[src/rtl/scanner_link_tx.sv]
// scanner_link_tx
//   Transmit end of the scanner-to-transfer-center serial link. Bits leave MSB
//   first, one per clk, in 8-bit frames aligned to a free-running slot counter.
//   Frames carry command codes 1..8, the data byte that follows code 7/8, or
//   0x00 when there is nothing to send.
//
// Ports
//   clk         clock, all state changes on posedge
//   rst         asynchronous active-low reset
//   bufLevel    local buffer occupancy, 0..DEPTH (above DEPTH counts as full)
//   flushReq    1-cycle pulse, queue code 5
//   readyReq    1-cycle pulse, queue code 6
//   txReq       level, data byte waiting; held until txAck
//   txAscii     with txReq: 1 = code 8, 0 = code 7
//   txData      data byte, captured on the txAck cycle
//   dataOut     serial line (MSB of the shift register)
//   frameStart  high while slot 0 is on dataOut
//   txAck       1-cycle pulse in slot 7 when txData/txAscii are captured
//   busy        high while the frame on the line is not an idle frame
//
// state        | meaning
// -------------+---------------------------------------------------------
// S_IDLE       | idle frame (0x00) on the line
// S_CMD        | status/flush/ready command frame on the line
// S_DATA_NEXT  | code 7/8 on the line, data byte goes out next frame
// S_DATA       | data byte on the line

module scanner_link_tx #(
  parameter int CNT_W = 5,
  parameter int DEPTH = 20,
  parameter int TH50  = 10,
  parameter int TH80  = 16,
  parameter int TH90  = 18
) (
  input  logic             clk,
  input  logic             rst,
  input  logic [CNT_W-1:0] bufLevel,
  input  logic             flushReq,
  input  logic             readyReq,
  input  logic             txReq,
  input  logic             txAscii,
  input  logic [7:0]       txData,
  output logic             dataOut,
  output logic             frameStart,
  output logic             txAck,
  output logic             busy
);

  typedef enum logic [1:0] {S_IDLE, S_CMD, S_DATA_NEXT, S_DATA} state_t;

  localparam logic [CNT_W-1:0] DEPTH_C = CNT_W'(DEPTH);
  localparam logic [CNT_W-1:0] TH50_C  = CNT_W'(TH50);
  localparam logic [CNT_W-1:0] TH80_C  = CNT_W'(TH80);
  localparam logic [CNT_W-1:0] TH90_C  = CNT_W'(TH90);

  state_t     state_q, state_d;
  logic [2:0] slot_q, slot_d;
  logic [7:0] shreg_q, shreg_d;
  logic [7:0] data_q, data_d;
  logic [2:0] band_q, band_d;
  logic [2:0] stat_code_q, stat_code_d;
  logic       stat_pend_q, stat_pend_d;
  logic       flush_pend_q, flush_pend_d;
  logic       ready_pend_q, ready_pend_d;

  logic [2:0] band_now;
  logic       load_stat, load_flush, load_ready;

  // Levels at or above DEPTH all land in the "full" band.
  always_comb begin
    band_now = 3'd0;
    if (bufLevel >= DEPTH_C)     band_now = 3'd4;
    else if (bufLevel >= TH90_C) band_now = 3'd3;
    else if (bufLevel >= TH80_C) band_now = 3'd2;
    else if (bufLevel >= TH50_C) band_now = 3'd1;
  end

  always_comb begin
    slot_d     = slot_q + 3'd1;
    shreg_d    = {shreg_q[6:0], 1'b0};
    state_d    = state_q;
    data_d     = data_q;
    txAck      = 1'b0;
    load_stat  = 1'b0;
    load_flush = 1'b0;
    load_ready = 1'b0;

    if (slot_q == 3'd7) begin
      if (state_q == S_DATA_NEXT) begin
        shreg_d = data_q;
        state_d = S_DATA;
      end else if (stat_pend_q) begin
        shreg_d   = {5'b0, stat_code_q};
        state_d   = S_CMD;
        load_stat = 1'b1;
      end else if (flush_pend_q) begin
        shreg_d    = 8'h05;
        state_d    = S_CMD;
        load_flush = 1'b1;
      end else if (ready_pend_q) begin
        shreg_d    = 8'h06;
        state_d    = S_CMD;
        load_ready = 1'b1;
      end else if (txReq) begin
        shreg_d = txAscii ? 8'h08 : 8'h07;
        data_d  = txData;
        txAck   = 1'b1;
        state_d = S_DATA_NEXT;
      end else begin
        shreg_d = 8'h00;
        state_d = S_IDLE;
      end
    end

    // Clears come from the load above; a set arriving on the same edge wins.
    band_d      = band_now;
    stat_pend_d = stat_pend_q & ~load_stat;
    stat_code_d = stat_code_q;
    if (band_now > band_q) begin
      stat_pend_d = 1'b1;
      stat_code_d = band_now;
    end
    flush_pend_d = flushReq | (flush_pend_q & ~load_flush);
    ready_pend_d = readyReq | (ready_pend_q & ~load_ready);
  end

  always_ff @(posedge clk or negedge rst) begin
    if (!rst) begin
      state_q      <= S_IDLE;
      slot_q       <= 3'd0;
      shreg_q      <= 8'h00;
      data_q       <= 8'h00;
      band_q       <= 3'd0;
      stat_code_q  <= 3'd0;
      stat_pend_q  <= 1'b0;
      flush_pend_q <= 1'b0;
      ready_pend_q <= 1'b0;
    end else begin
      state_q      <= state_d;
      slot_q       <= slot_d;
      shreg_q      <= shreg_d;
      data_q       <= data_d;
      band_q       <= band_d;
      stat_code_q  <= stat_code_d;
      stat_pend_q  <= stat_pend_d;
      flush_pend_q <= flush_pend_d;
      ready_pend_q <= ready_pend_d;
    end
  end

  assign dataOut    = shreg_q[7];
  assign frameStart = (slot_q == 3'd0);
  assign busy       = (state_q != S_IDLE);

endmodule

[config.mk]
export PLATFORM = sky130hd
export DESIGN_NAME = scanner_link_tx
export DESIGN_NICKNAME = d
export VERILOG_FILES = /design/src/rtl/scanner_link_tx.sv
export SDC_FILE = /design/constraint.sdc
export NUM_CORES = 1
export LEC_CHECK = 0
export ABC_AREA = 1
export ABC_CLOCK_PERIOD_IN_PS = 2000
export BUFFER_PORTS_ARGS = -buffer_cell sky130_fd_sc_hd__buf_2
export CORE_ASPECT_RATIO = 0.6
export CORE_MARGIN = 5
export CORE_UTILIZATION = 45
export DETAILED_ROUTE_END_ITERATION = 8
export GPL_TIMING_DRIVEN = 0
export PLACE_DENSITY = 0.65
export SETUP_SLACK_MARGIN = 0.5
export SYNTH_ARGS = -nofsm -noshare
export SYNTH_HDL_FRONTEND = slang
export SYNTH_SLANG_ARGS = --single-unit
[constraint.sdc]
create_clock -name clk -period 2 [get_ports clk]
set_clock_uncertainty 0.15 [all_clocks]
set_input_delay 0.1 -clock clk [delete_from_list [all_inputs] [get_ports clk]]
set_output_delay 0.1 -clock clk [all_outputs]
set_load 0.01 [all_outputs]
==> metrics.yaml, run 1 <==
fin_crit_ns: 1.53
netlist_area_um2: 1410
layout-drive-gt1-share: 0.284
gp_congestion: 0.792
syn_to_final_growth_pct: 38.3
tightest_slew_ns: 0.653
place_inst: 223
power_density_nw_per_um2: 661
ant_nets: 0
syn-num-nets: 185
fp.dieArea_um2: 4390
start_kind: "flop"
synth_area_leaders: "dfrtp_1, nand2_1, ha_1, inv_1, o21ai_0"
vdd_drop_max_mv: 0.412
final_cells: 253
hp-class: "in -> reg"
gr-total-overflow: 0
htree_num_levels: 2
num-fill-cells: 253
fmax_mhz: 655
crit_fanout: 2
io_buffers: 21
start_util: 0.481
max-cap-violations: 0
ioPinCount: 23
avgSynthCellArea_um2: 8.81
synth.distinct_cells: 22
drt_first_pass_iters: 4
run_status: "completed"
clkSlewWorstSetupHoldPaths_ns: 0.06
fp.dieW_um: 82.2
drv_slew: 0
hpwl_mm: 1.99
whs_path_depth: 4
wirelength_mm: 2.95
yosys_warnings: 0
yosysTopAreaCell: "dfrtp_1"
arrival_ns: 1.28
hold_violations: 0
remaining_drc_errors: 0
dieHeight_um: 53.3
clk_path_buf_depth: 2
worstSetupPathType: "reg -> out"
root_buffer: "clkbuf_8"
grt_setup_unrepaired: "yes"
antenna_found_initial: 0
numCtsBuffers: 5
grt_max_degree: 31
via_count: 1153
core_um2: 2930
fin_crit_sh: 0.763
grt.total_usage: 0.165
power_mw: 1.29
synth_top_area_frac: 0.533
row_count: 15
r2r_cells: 8
endpoint_kind: "output pin"
drt_iter0_markers: 64
insertedDiodeCount: 0
synthCells: 160
ys_seq_area_frac: 0.533
synth_seq_cells: 30
clk_latency_ns: 0.28
power_leakage_nw: 1.05
setup_tns_ns: 0
routedWlPerCell_um: 11.7
grt_pass1_wl_mm: 5.22
place_area_um2: 1570
crit_required_ns: 1.75
final_util: 0.665
setup_viol: 0
cts_tree: "done"
viasPerCell: 4.56
cts_sinks: 30
grt_pass1_vias: 1204
nets: 237
slew_headroom: 0.565
post-route-cell-area_um2: 1950
-- path summary, 6_finish.rpt --
kind / start / end / slack (ns)
setup / recovery: slot_q[1] / txAck / 0.47
hold / removal: bufLevel[3] / stat_code_q[1] / 0.03
setup reg to reg: slot_q[1] / data_q[7] / 0.48
hold reg to reg: shreg_q[3] / shreg_q[4] / 0.30
max in group asynchronous: rst / slot_q[0] / 1.05
min in group asynchronous: rst / flush_pend_q / 0.23
-- layer usage --
| metal | vias up | GRT usage | wire (um) |
|---|---|---|---|
| met3 | 8 | 0.0459 | 182 |
| met5 | - | 0 | 0 |
| met1 | 516 | 0.215 | 1420 |
| li1 | 602 | - | - |
| met4 | 0 | 0.0746 | 61 |
| met2 | 27 | 0.254 | 1280 |
-- worst max-delay path, cell delays in order (launching register included) --
cell	delay, ns
dfrtp_1	0.38
ha_2	0.20
ha_4	0.19
nand2_8	0.08
nor2_8	0.04
buf_6	0.11
-- cell usage after synthesis --
master,number
a21oi_1,2
a22oi_1,2
buf_6,1
clkinv_4,1
dfrtp_1,30
ha_1,6
inv_1,17
inv_2,2
nand2_1,62
nand2_4,2
nand3_1,5
nand3_2,1
nand3_4,1
nand3b_1,1
nor2_1,10
nor2_2,2
nor2_8,1
nor3_1,1
o21a_1,2
o21ai_0,8
o21bai_1,2
or2_2,1
-- final cells by class --
class	instances	area (um^2)	share of cell area
inverter	20	85.1	0.0437
sequential	30	751	0.385
multi-input combinational	109	629	0.323
buffer	1	11.3	0.00578
tap	42	52.6	0.0270
clock buffer	6	82.6	0.0424
timing repair buffer	45	337	0.173
-- layout by cell type, fill, tap and decap left out, types with 2 or more instances in the layout --
cell type / synthesis / routed
dlygate4sd3_1: 0 / 15
clkbuf_8: 0 / 6
nand2_1: 62 / 55
buf_6: 1 / 4
nand2_2: 0 / 7
o21ai_0: 8 / 8
inv_2: 2 / 2
buf_2: 0 / 20
nor2_1: 10 / 10
ha_1: 6 / 4
buf_4: 0 / 7
nand3_1: 5 / 5
nand3_4: 1 / 2
dfrtp_1: 30 / 30
o21a_1: 2 / 2
o21bai_1: 2 / 2
inv_1: 17 / 16
-- logic make-up after synthesis --
logic type               synth area share
flip-flops                          0.533
buffers and inverters              0.0648
adder cells (fa/ha/maj)            0.0533
AND/OR/NAND/NOR                     0.282
AO/OA/AOI/OAI                      0.0675
-- flip-flops by register name, indices dropped and copies added (netlist names) --
register,flops
ready_pend_q,1
slot_q,3
flush_pend_q,1
state_q,2
stat_code_q,3
stat_pend_q,1
data_q,8
band_q,3
shreg_q,8
-- per-stage QoR --
stage | hold slack [ns] | worst slack (ns)
after floorplan | -0.346 | 0.553
after detailed placement | 0.0197 | 0.349
final | 0.0302 | 0.473
after CTS | 0.0366 | 0.466
after global routing | 0.0635 | 0.398
after global placement | 0.0129 | 0.388
-- report_power, final --
| group | internal, mW | switching (mW) | leakage, nW | total [mW] |
|---|---|---|---|---|
| clock | 0.264 | 0.205 | 0.0431 | 0.469 |
| sequential | 0.645 | 0.0197 | 0.387 | 0.665 |
| combinational | 0.0745 | 0.0793 | 0.621 | 0.154 |
-- timing repair --
action,4_1_cts,5_1_grt
setup buffers,6,2
gates resized for setup,7,15
hold endpoints to repair,44,0
cloned,1,0
pin swaps,3,3
setup endpoints to repair,16,22
hold buffers,15,0
Power figures use the tool's default switching activity.
==> inputs of run 2 (changes only) <==
ABC_AREA = 0   (was 1)
ABC_CLOCK_PERIOD_IN_PS = 1500   (was 2000)
clock period = 1.5 ns   (was 2 ns; I/O delays follow)
==> run 2 against run 1 <==
Clock power grew 70%. Synthesized cell count down 27%. Highest routed layer unchanged. Critical path depth is 2 higher. Largest cell class unchanged. Non-clock buffer count increased by 14. The run now ends with negative hold slack, negative setup slack left.
==> metrics.yaml, run 2 <==
run_status: "finished with violations"
violations: "negative hold slack, negative setup slack"
met3_usage: 0.0653
cts_sinks: 30
power_leakage_nw: 1.06
fin_ws_ns: -0.226
row_count: 15
gr-total-overflow: 0
power_mw: 1.99
start_kind: "flop"
max-cap-violations: 0
nets: 206
remaining_drc_errors: 0
grt.busiest_layer: "met2"
crit_fanout: 4
multi_input_area_um2: 753
synth_flop_cell: "dfrtp_1"
grt_setup_unrepaired: "yes"
layout-drive-gt1-share: 0.566
viasPerCell: 5.09
grt_pass1_wl_mm: 5.87
grt_max_degree: 31
core_um2: 2890
synth_area_leaders: "dfrtp_1, mux2_2, ha_1, inv_1, nand3_1"
final_util: 0.792
gp_congestion: 0.752
synth.distinct_cells: 33
endpoint_kind: "flop"
ioPinCount: 23
yosysTopAreaCell: "dfrtp_1"
hold_slack_ns: -0.333
wirelength_mm: 3.63
start_util: 0.471
clk_path_buf_depth: 2
synthTopCellsByCount: "dfrtp_1, inv_1, mux2_2"
syn-num-nets: 142
num-fill-cells: 171
synth.most_common_cell: "dfrtp_1"
tightest_slew_ns: 0.652
ys_seq_area_frac: 0.551
routedWlPerCell_um: 16.2
synth_edf_count: 0
insertedDiodeCount: 0
fp.dieArea_um2: 4260
vdd_drop_max_mv: 0.557
async_flop_share: 1.00
avgSynthCellArea_um2: 11.6
slew_headroom: 0.565
numCtsBuffers: 5
fp.dieW_um: 81.0
syn_to_final_growth_pct: 68.1
netlist_area_um2: 1360
worstSetupPathType: "reg -> reg"
grt.total_usage: 0.192
ant_nets: 0
hp-class: "in -> async"
fmax_mhz: 579
grt_pass1_vias: 1243
ff_latch_area_um2: 754
r2r_cells: 7
dieHeight_um: 52.6
fin_crit_sh: 1.15
clk_latency_ns: 0.28
clkSlewWorstSetupHoldPaths_ns: 0.06
antenna_found_initial: 0
synthCells: 117
cts_tree: "done"
htree_num_levels: 2
hpwl_mm: 2.00
synth_top_area_frac: 0.551
root_buffer: "clkbuf_8"
drv_slew: 0
reg_top3: "data_q x8, shreg_q x8"
setup_viol: 17
power_density_nw_per_um2: 868
drt_iter0_markers: 79
setup_tns_ns: -2.16
crit_required_ns: 1.52
hold_violations: 31
gr-usage-met2: 0.279
final_cell_mix: "dfrtp_1, buf_2, buf_6"
via_count: 1141
arrival_ns: 1.74
final_common_cell: "dfrtp_1"
io_buffers: 21
fin_crit_ns: 1.73
drt_first_pass_iters: 4
use_met1: 0.253
cts_hold_buf: 12
yosys_warnings: 0
synth_seq_cells: 30
-- run 2: stage by stage --
stage               instances  setup WS, ns  cell area (um^2)
floorplan                 117        -0.173              1480
global placement          180        -0.430              1640
detailed placement        180        -0.494              1640
CTS                       221        -0.201              2200
global route              224        -0.273              2290
finish                    224        -0.226              2290
-- run 2: logic make-up after synthesis --
logic type      share of synthesized area
fa+ha+maj                          0.0551
compound gates                      0.112
mux                                0.0910
flops                               0.551
buf+inv                            0.0588
simple gates                        0.131
-- run 2: power breakdown --
part / leakage (nW) / switching [mW] / internal (mW)
Combinational: 0.625 / 0.117 / 0.165
Clock: 0.0524 / 0.299 / 0.496
Sequential: 0.384 / 0.0482 / 0.860
-- run 2: metal layers --
layer	part of all wire	up-vias
met3	0.071	7
met2	0.46	40
met5	0	-
met4	0.018	0
met1	0.45	567
li1	-	527
-- run 2: final timing paths --
kind / start / endpoint / slack, ns
setup / recovery: band_q[1] / stat_code_q[2] / -0.23
hold / removal: rst / flush_pend_q / -0.33
setup reg to reg: band_q[1] / stat_code_q[2] / -0.23
hold reg to reg: shreg_q[6] / shreg_q[7] / 0.34
max in group asynchronous: rst / state_q[1] / 1.08
min in group clk: bufLevel[1] / band_q[0] / -0.08
-- run 2: area by class of cell --
class | instances | area share
sequential | 30 | 0.330
buffer | 3 | 0.0224
multi-input combinational | 67 | 0.329
tap | 42 | 0.0230
timing repair buffer | 57 | 0.219
clock buffer | 7 | 0.0334
inverter | 17 | 0.0301
clock inverter | 1 | 0.0131
-- run 2: what timing repair did --
item / CTS / global route
hold endpoints to repair: 44 / 31
setup endpoints to repair: 29 / 32
buffers inserted: 19 / 3
pin swaps: 10 / 1
resized for setup: 37 / 17
cloned: 2 / 0
-- run 2: critical path: stages (launching register included) --
cell and delay [ns]:
dfrtp_1 0.34, inv_2 0.05, ha_4 0.26, nor2b_4 0.14, o21ai_2 0.07, a32oi_2 0.14
buf_4 0.17, mux2_4 0.30
